`src/rtl/display_scanner.sv`:
```
// Time-multiplexed scanner for a 4-digit common-anode 7-segment display.
// Steps through the nibbles of a 16-bit value and swaps in new values only at frame boundaries.
module display_scanner #(
  parameter int unsigned SCAN_DIV = 50000
) (
  input  logic        clk,
  input  logic        rst,
  input  logic        load,
  input  logic [15:0] value,
  input  logic        blank_lz,
  output logic [3:0]  nibble,
  output logic [3:0]  an_n,
  output logic        blank,
  output logic        frame_start
);

  localparam int unsigned CW = (SCAN_DIV > 1) ? $clog2(SCAN_DIV) : 1;
  localparam logic [CW-1:0] CNT_MAX = CW'(SCAN_DIV - 1);

  logic [CW-1:0] cnt;
  logic [1:0]    idx;
  logic [15:0]   disp;
  logic [15:0]   pend;
  logic          pend_v;
  logic          tick;
  logic          swap;
  logic          zero_3;
  logic          zero_2;
  logic          zero_1;
  logic [3:0]    lz_mask;

  assign tick = (cnt == CNT_MAX);
  assign swap = tick && (idx == 2'd3);

  always_ff @(posedge clk or posedge rst) begin
    if (rst) begin
      cnt         <= '0;
      idx         <= '0;
      disp        <= '0;
      pend        <= '0;
      pend_v      <= 1'b0;
      frame_start <= 1'b0;
    end else begin
      frame_start <= swap;
      if (tick) begin
        cnt <= '0;
        idx <= idx + 2'd1;
      end else begin
        cnt <= cnt + CW'(1);
      end
      // A load coinciding with the swap bypasses pend and discards any earlier pending value.
      if (swap) begin
        if (load) begin
          disp   <= value;
          pend_v <= 1'b0;
        end else if (pend_v) begin
          disp   <= pend;
          pend_v <= 1'b0;
        end
      end else if (load) begin
        pend   <= value;
        pend_v <= 1'b1;
      end
    end
  end

  // Digit i is a leading zero when it and every digit to its left are zero; digit 0 never is.
  assign zero_3  = (disp[15:12] == 4'h0);
  assign zero_2  = zero_3 && (disp[11:8] == 4'h0);
  assign zero_1  = zero_2 && (disp[7:4] == 4'h0);
  assign lz_mask = {zero_3, zero_2, zero_1, 1'b0};

  always_comb begin
    blank  = blank_lz && lz_mask[idx];
    nibble = '0;
    an_n   = '1;
    if (!blank) begin
      nibble = disp[{idx, 2'b00} +: 4];
      an_n   = ~(4'b0001 << idx);
    end
  end

endmodule

```
`config.mk`:
```
export PLATFORM = sky130hd
export DESIGN_NAME = display_scanner
export DESIGN_NICKNAME = d
export VERILOG_FILES = /design/src/rtl/display_scanner.sv
export SDC_FILE = /design/constraint.sdc
export NUM_CORES = 1
export LEC_CHECK = 0
export ABC_AREA = 1
export CAP_MARGIN = 15
export CORE_MARGIN = 2
export CORE_UTILIZATION = 59
export CTS_BUF_LIST = sky130_fd_sc_hd__clkbuf_8
export CTS_CLUSTER_DIAMETER = 40
export CTS_CLUSTER_SIZE = 14
export DETAILED_ROUTE_END_ITERATION = 10
export PLACE_DENSITY = 0.83
export SETUP_SLACK_MARGIN = 0.02
export SLEW_MARGIN = 20
export SYNTH_ARGS = -nofsm -noshare
export SYNTH_HDL_FRONTEND = slang
export SYNTH_SLANG_ARGS = --single-unit
export TNS_END_PERCENT = 100
```
`constraint.sdc`:
```
create_clock -name clk -period 2.1 [get_ports clk]
set_input_delay 0.315 -clock clk [delete_from_list [all_inputs] [get_ports clk]]
set_output_delay 0.315 -clock clk [all_outputs]
set_load 0.02 [all_outputs]
```
==> flow_metrics.tcl <==
set metrics [dict create \
    die_area_mm2 0.005446 \
    relSlewSlack_pct 72.90 \
    synth_cell_types 29 \
    wl_per_cell_um 11.39 \
    fp.dieW_um 73.80 \
    cts_buffers 5 \
    antenna_found_initial 0 \
    post-place-ws_ns 0.02397 \
    holdWs_ns 0.2568 \
    grt_pass1_wl_mm 9.259 \
    clkPwrFrac_pct 32.9 \
    drive_gt1_share_pct 11.06 \
    remaining_drc_errors 0 \
    skew_ns 0.01026 \
    mostFrequentLayoutCells "110 x nand2_1, 51 x dfrtp_1, 41 x nor2_1" \
    rr_worst_depth 7 \
    synth_top_area_share_pct 45.28 \
    synth.area.top_cells "dfrtp_1 45%, nand2_1 14%, inv_1 5.4%" \
    syn_avg_cell_area_um2 7.583 \
    clock-sinks 52 \
    place_hpwl_mm 3.981 \
    h-tree-depth 2 \
    setup.worst_path.end_class "output pin" \
    clock_path_buffers 2 \
    yosysSeqAreaShare_pct 45.28 \
    synth_area_leader_cell "dfrtp_1" \
    antennaDiodeCount 0 \
    r2r-end "pend[11]" \
    power_density_mw_per_mm2 536.6 \
    cts_tree "done" \
    vias_per_cell 4.958 \
    die_h_um 73.80 \
    initial_core_util_pct 60.85 \
    setup_slack_ns 0.1698 \
    grtUsageTotal_pct 22.33 \
    final_cells 474 \
    final_common_cell "nand2_1" \
    syn_inst 379 \
    status "complete, no violations" \
    wl_mm 5.397 \
    p_switching_mw 0.4375 \
    setup_tns_ns 0 \
    placementRows 25 \
    io_buffers 29 \
    cp_max_fo 6 \
    worst_setup_path_start_kind "flip-flop" \
    root_buffer "clkbuf_8" \
    nets 431 \
    cap_violations 0 \
    drtIter0Drc 161 \
    cp.arrival_ns 1.62 \
    worstMarginPinSlew_ns 0.4066 \
    fin_crit_sh_pct 91.91 \
    dp.cells 466 \
    path_clk_slew_ns 0.10 \
    core_mm2 0.004723 \
    p_int_mw 1.332 \
    synth_edf_count 0 \
    synthFlopType "dfrtp_1" \
    ir_worst_vdd_v 0.0003157 \
    crit_type "reg2out" \
    hold_class "in2async" \
    max_freq_mhz 518.1 \
    drv_slew 0 \
    grt_pass1_vias 2040 \
    reg2reg_slack_ns 0.38 \
    num_io_pins 30 \
    syn_nets 404 \
    period_minus_slack_ns 1.930 \
    vias 2350 \
    p_seq_share_pct 59.0 \
    async_flop_share_pct 100.0 \
    final_hold_viol_count 0 \
    grt_setup_unrepaired "false" \
    overflow 0 \
    ant_nets 0 \
    worstSetupStartpoint "idx[0]" \
    clk-insertion-delay-late_ns 0.31 \
    grt_max_degree 50 \
    netlist_area_mm2 0.002874 \
    comb_power_share_pct 8.1 \
    gp_congestion 0.8485 \
    p_sw_share_pct 24.73 \
    cp.required_ns 1.78 \
    drtPass1Iterations 4 \
    finalSetupViolCount 0 \
    synth_seq_cells 52 \
    synthToLayoutAreaGrowth_pct 14.71 \
    p_leak_nw 1.811 \
    yosysWarnings 0 \
    rr_startpoint "idx[0]" \
]
-- metrics by stage --
stage | power, mW | utilization (%) | cell area, µm²
after floorplan | 1.149 | - | 2874
final | 1.769 | 69.80 | 3297
after detailed placement | 1.209 | 68.00 | 3212
after global routing | 1.850 | 69.80 | 3297
after CTS | 1.791 | 69.75 | 3294
after global placement | 1.204 | 68.00 | 3212
-- worst max-delay path: stages (launching register included) --
cell and delay (ns):
dfrtp_1 0.39, inv_1 0.17, nor2_1 0.07, nor2_1 0.11, nor2_1 0.06, nand3_1 0.13, nand2_1 0.06, dlygate4sd2_1 0.32
-- cells by family (layout without fill, tap and decap cells) --
| logic type | count (synthesis) | in the layout | share of synthesized area (%) |
|---|---|---|---|
| AND/OR/NAND/NOR | 219 | 219 | 35.39 |
| buffers and inverters | 64 | 92 | 9.491 |
| flip-flops | 52 | 52 | 45.28 |
| AO/OA/AOI/OAI | 34 | 34 | 6.138 |
| adder cells (fa/ha/maj) | 5 | 5 | 2.177 |
| XOR/XNOR | 5 | 5 | 1.524 |
-- how the worst max path moves through the flow --
stage	end	slack, ns	depth (start not counted)
after floorplan	nibble[3]	0.45	5
after global placement	an_n[2]	0.04	6
after detailed placement	an_n[2]	0.02	6
after CTS	an_n[0]	0.04	4
after global routing	an_n[3]	0.03	7
final	an_n[2]	0.17	7
-- synthesized netlist by cell type, drive strengths merged, types with 2 or more instances --
library cell,number
nor2,46
dfrtp,52
nand4,17
clkbuf,4
nand3,26
xor2,5
a21oi,2
ha,5
buf,13
o21ai,28
o22ai,3
nor3,4
inv,47
nand2,124
-- registers in the layout, indices dropped and copies added, names as in the netlist --
signal,cells
frame_start,1
cnt,16
pend_v,1
disp,16
idx,2
pend,16
-- final cells by class --
cell class,instances,area (µm²)
fillers,416,1426
flip-flops and latches,52,1303
multi-input cells,263,1300
repair buffers,37,342.8
inverters,47,176.4
well taps,67,83.83
clock buffers,5,68.82
clock inverters,3,22.52
-- timing repair --
item / in CTS / in global routing
setup endpoints to repair: 9 / 1
cloned: 0 / 0
hold buffers: 0 / 0
gates resized for setup: 9 / 1
buffers inserted: 0 / 0
-- metal layers --
layer	up-vias	global-route usage (%)	wire length, µm
li1	1246	-	-
met1	1048	35.24	2921
met2	50	30.46	2162
met3	6	4.115	232
met4	0	7.879	81
met5	-	0	0
-- power by group through the flow --
stage	Sequential (mW)	Clock (mW)	Combinational, mW
final	1.04	0.582	0.143
after global routing	1.05	0.637	0.165
after floorplan	1.06	0	0.0877
after global placement	1.06	0	0.142
after detailed placement	1.06	0	0.145
after CTS	1.04	0.602	0.145
Note: power is estimated with default switching activity, not from simulation.
